$ cat config.mk
export PLATFORM = sky130hd
export DESIGN_NAME = cd_multi_div
export DESIGN_NICKNAME = d
export VERILOG_FILES = /design/src/rtl/cd_multi_div.sv
export SDC_FILE = /design/constraint.sdc
export NUM_CORES = 1
export LEC_CHECK = 0
export CAP_MARGIN = 20
export CORE_MARGIN = 1.5
export CORE_UTILIZATION = 59
export DETAILED_ROUTE_END_ITERATION = 12
export GPL_TIMING_DRIVEN = 0
export PLACE_DENSITY = 0.77
export SLEW_MARGIN = 0
export SYNTH_ARGS = -nofsm -noshare
export SYNTH_HDL_FRONTEND = slang
export SYNTH_SLANG_ARGS = --single-unit
export TNS_END_PERCENT = 20
$ cat constraint.sdc
create_clock -name clk -period 8.51 [get_ports clk]
set_clock_uncertainty 0.15 [all_clocks]
set_input_delay 1.702 -clock clk [delete_from_list [all_inputs] [get_ports clk]]
set_output_delay 1.702 -clock clk [all_outputs]
set_load 0.01 [all_outputs]
$ cat src/rtl/cd_multi_div.sv
`default_nettype none
// ============================================================================
// Module   : cd_multi_div
// Brief    : NUM_CH-channel run-time programmable clock divider with per-channel
//            tick strobes; divisor changes commit glitch-free at each wrap.
//            Optional macro CD_SYNC_EN maps a phase-realign command at NUM_CH+1.
// Revision : 1.0 - initial release
// ============================================================================
module cd_multi_div #(
    parameter int NUM_CH  = 4,
    parameter int DIV_W   = 14,
    parameter int ADDR_W  = 4,
    parameter int DEF_DIV = 2
) (
    input  logic              clk,
    input  logic              rst,
    input  logic [ADDR_W-1:0] c_addr,
    input  logic [DIV_W-1:0]  c_data,
    input  logic              c_valid,
    output logic              c_ready,
    output logic              c_err,
    output logic [NUM_CH-1:0] clk_out,
    output logic [NUM_CH-1:0] tick
);

    localparam logic [ADDR_W-1:0] C_EN_ADDR   = ADDR_W'(NUM_CH);
    localparam logic [DIV_W-1:0]  C_DEF_DIV   = DIV_W'(DEF_DIV);
`ifdef CD_SYNC_EN
    localparam logic [ADDR_W-1:0] C_SYNC_ADDR = ADDR_W'(NUM_CH + 1);
`endif

    logic              r_ready;
    logic              r_err;
    logic [NUM_CH-1:0] r_en_mask;
    logic [NUM_CH-1:0] r_clk_out;
    logic [NUM_CH-1:0] r_tick;
    logic [DIV_W-1:0]  r_cnt      [NUM_CH];
    logic [DIV_W-1:0]  r_div_act  [NUM_CH];
    logic [DIV_W-1:0]  r_div_pend [NUM_CH];

    logic              w_xfer;
    logic              w_en_wr;
    logic              w_sync;
    logic              w_mapped;
    logic [NUM_CH-1:0] w_div_wr;
    logic [NUM_CH-1:0] w_kill;

    always_comb begin
        w_xfer  = c_valid && r_ready;
        w_en_wr = w_xfer && (c_addr == C_EN_ADDR);
`ifdef CD_SYNC_EN
        w_sync  = w_xfer && (c_addr == C_SYNC_ADDR);
`else
        w_sync  = 1'b0;
`endif
        w_div_wr = '0;
        for (int i = 0; i < NUM_CH; i++) begin
            w_div_wr[i] = w_xfer && (c_addr == ADDR_W'(i));
        end
        w_mapped = (|w_div_wr) || w_en_wr || w_sync;
        // A mask write that clears a bit wins over a wrap in the same cycle
        w_kill   = w_en_wr ? ~c_data[NUM_CH-1:0] : '0;
    end

    always_ff @(posedge clk or posedge rst) begin
        if (rst) begin
            r_ready   <= 1'b1;
            r_err     <= 1'b0;
            r_en_mask <= '1;
            r_clk_out <= '0;
            r_tick    <= '0;
            for (int i = 0; i < NUM_CH; i++) begin
                r_cnt[i]      <= '0;
                r_div_act[i]  <= C_DEF_DIV;
                r_div_pend[i] <= C_DEF_DIV;
            end
        end else begin
            r_ready <= !w_xfer;
            r_err   <= w_xfer && !w_mapped;
            if (w_en_wr) begin
                r_en_mask <= c_data[NUM_CH-1:0];
            end
            for (int i = 0; i < NUM_CH; i++) begin
                if (w_div_wr[i]) begin
                    r_div_pend[i] <= c_data;
                end
                // Idle channels track the pending divisor so a restart uses it
                if (w_sync || w_kill[i] || !r_en_mask[i] || (r_div_act[i] == '0)) begin
                    r_cnt[i]     <= '0;
                    r_clk_out[i] <= 1'b0;
                    r_tick[i]    <= 1'b0;
                    r_div_act[i] <= r_div_pend[i];
                end else if (r_cnt[i] == r_div_act[i] - DIV_W'(1)) begin
                    r_cnt[i]     <= '0;
                    r_clk_out[i] <= ~r_clk_out[i];
                    r_tick[i]    <= 1'b1;
                    r_div_act[i] <= r_div_pend[i];
                end else begin
                    r_cnt[i]     <= r_cnt[i] + DIV_W'(1);
                    r_tick[i]    <= 1'b0;
                end
            end
        end
    end

    assign c_ready = r_ready;
    assign c_err   = r_err;
    assign clk_out = r_clk_out;
    assign tick    = r_tick;

endmodule
`default_nettype wire
==> flow_metrics.tcl <==
set metrics [dict create \
    status "finished clean" \
    p_per_area_nw_per_um2 280 \
    clk_pin_slew_ns 0.07 \
    grt_usage 0.247 \
    yosysWarningCount 0 \
    dieArea_um2 16800 \
    cts_buffers 17 \
    ant_nets 0 \
    cp-end-kind "flip-flop" \
    wl_per_cell_um 16.9 \
    maxCapViolations 0 \
    area_growth_pct 12.7 \
    postSynthAreaPerCell_um2 11.2 \
    slew_headroom 0.477 \
    final_cell_area_um2 10600 \
    drt_pass1_iterations 4 \
    ys_async_sr_fraction 1.00 \
    yosys.area.top_type_share 0.448 \
    grt-ovfl-total 0 \
    grt_max_degree 124 \
    n_antenna_cell 0 \
    core_um2 15800 \
    crit_required_ns 8.68 \
    grt_antenna_before_repair 0 \
    yosysTopAreaCell "dfrtp_1" \
    dpl.hpwl_um 13300 \
    synth_top_family_by_area "simple AND/OR/NAND/NOR gates" \
    hold_path_class "flip-flop to flip-flop" \
    final_common_cell "dfrtp_1" \
    worstPathMaxFanout 10 \
    rows 46 \
    timing.final.crit_share 0.520 \
    clock_latency_ns 0.44 \
    layout-drive-gt1-share 0.210 \
    synth_edf_count 0 \
    io_pins 31 \
    drc 0 \
    h-tree-depth 4 \
    fillers 1248 \
    drt-total-wl_um 19100 \
    hold_violations 0 \
    portBuffers 30 \
    dieHeight_um 130 \
    cp_top_family "simple AND/OR/NAND/NOR gates" \
    synth_seq_area_share 0.484 \
    hold_buffers 0 \
    via_per_inst 5.76 \
    tightest_slew_ns 0.773 \
    fin_nets 924 \
    critPathBufInv 2 \
    p_leak_nw 4.51 \
    yosys.area_share.simple 0.168 \
    synth_flop_cell "dfrtp_1" \
    post_cts_resize_count 0 \
    seq_area_um2 4570 \
    setup_viol 0 \
    syn_inst 845 \
    maxSlewViolCount 0 \
    crit_arrival_ns 4.60 \
    synth_compound_area_frac 0.0609 \
    whs_ns 0.350 \
    synth-seq-cells 182 \
    rsz0062_at_grt "no" \
    worst-setup-path-type "input pin to flip-flop" \
    peakVddDrop_mv 0.168 \
    cts_tree "done" \
    fmax_ghz 0.226 \
    syn_area_um2 9450 \
    grt_pass1_wl_um 31700 \
    yosysUniqueCellTypes 75 \
    period_minus_slack_ns 4.42 \
    syn-num-nets 874 \
    critical-path-max-stage-delay_ns 0.53 \
    die-width_um 130 \
    cts_setup_buffers 0 \
    slowest_stage "o21ai_0" \
    drt-initial-drc-count 406 \
    startpoint_type "input pin" \
    via_count 6472 \
    synthMuxAreaShare 0.148 \
    synth_fa_ha_area_frac 0.0106 \
    grt_pass1_vias 6109 \
    ys_top_cells_by_area "dfrtp_1 (45%), mux2_2 (13%), xnor2_1 (6.0%)" \
    cts.sinks 182 \
    placed_area_um2 10100 \
    fin_util 0.675 \
    clk_path_buf_depth 2 \
    path_cells "clkdlybuf4s50_1, nor4b_1, nand3_1, o21ai_0, nor2_1, o21ai_2, buf_6, mux2_2" \
    start_util 0.599 \
    tns_ns 0 \
    multi_input_area_um2 4670 \
    synth-xor-area-share 0.107 \
    place_congestion 0.891 \
    most-common-layout-cells "dfrtp_1 (169), mux2_2 (112), nor2_1 (82)" \
    cts_root_buffer "clkbuf_16" \
]
per-stage QoR:
stage / instances / setup WS [ns] / total power, mW
2_1_floorplan: 845 / 1.74 / 1.97
3_3_place_gp: 1091 / -0.595 / 2.15
3_5_place_dp: 1092 / 3.71 / 2.19
4_1_cts: 1124 / 4.14 / 3.00
5_1_grt: 1124 / 3.91 / 3.16
6_report: 1124 / 4.09 / 2.98
logic make-up after synthesis:
family | Yosys count
compound gates | 74
xor+xnor | 115
fa+ha+maj | 8
buf+inv | 45
flops | 182
mux | 123
simple gates | 298
sequential cells by signal, summed over array words and instances (netlist names):
| name | cells |
|---|---|
| r_cnt | 56 |
| r_div_act | 56 |
| r_div_pend | 56 |
| clk_out | 4 |
| r_en_mask | 4 |
| tick | 4 |
| c_err | 1 |
| c_ready | 1 |
per-layer routing:
metal,track usage,part of all wire,vias to the layer above
li1,-,-,3117
met1,0.355,0.47,3205
met2,0.383,0.47,123
met3,0.0405,0.034,27
met4,0.0856,0.022,0
met5,0,0,-
synthesized netlist by cell type, drive strengths merged, types with 5 or more instances:
| cell | number |
|---|---|
| a21oi | 11 |
| a31oi | 5 |
| and2 | 16 |
| and3 | 12 |
| buf | 10 |
| clkbuf | 17 |
| dfrtp | 169 |
| dfstp | 13 |
| ha | 8 |
| inv | 18 |
| mux2 | 118 |
| mux2i | 5 |
| nand2 | 35 |
| nand2b | 10 |
| nand3 | 38 |
| nand3b | 7 |
| nand4 | 11 |
| nor2 | 82 |
| nor3 | 26 |
| nor3b | 6 |
| nor4 | 15 |
| o211ai | 5 |
| o21ai | 14 |
| o31ai | 5 |
| or2 | 5 |
| or3 | 9 |
| or4 | 7 |
| xnor2 | 65 |
| xor2 | 50 |
cell type report:
class	instances	share of cell area
buffer	27	0.0129
clock buffer	17	0.0400
tap	216	0.0254
multi-input combinational	618	0.439
clock inverter	15	0.0159
sequential	182	0.429
inverter	18	0.00705
timing repair buffer	31	0.0308
path summary, 6_finish.rpt:
check,start,endpoint,slack [ns],cells after the start
worst max-delay path,c_addr[0],r_div_act[28]$_DFFE_PP0P_,4.09,8
worst min-delay path,r_div_pend[45]$_DFFE_PP0P_,r_div_act[45]$_DFFE_PP0P_,0.35,1
worst max register to register,r_div_act[42]$_DFFE_PP0P_,r_div_act[48]$_DFFE_PP0P_,4.57,11
worst min register to register,r_div_pend[45]$_DFFE_PP0P_,r_div_act[45]$_DFFE_PP0P_,0.35,1
max in group asynchronous,rst,r_cnt[31]$_DFF_PP0_,5.72,3
min in group asynchronous,rst,r_div_pend[16]$_DFFE_PP0P_,1.54,2
power by group:
part           leakage [nW]  total (mW)  internal (mW)  switching, mW
logic                  1.89       0.933          0.460          0.473
clock network         0.277       0.798          0.440          0.358
registers              2.34        1.25           1.06          0.198
Power figures use the tool's default switching activity.
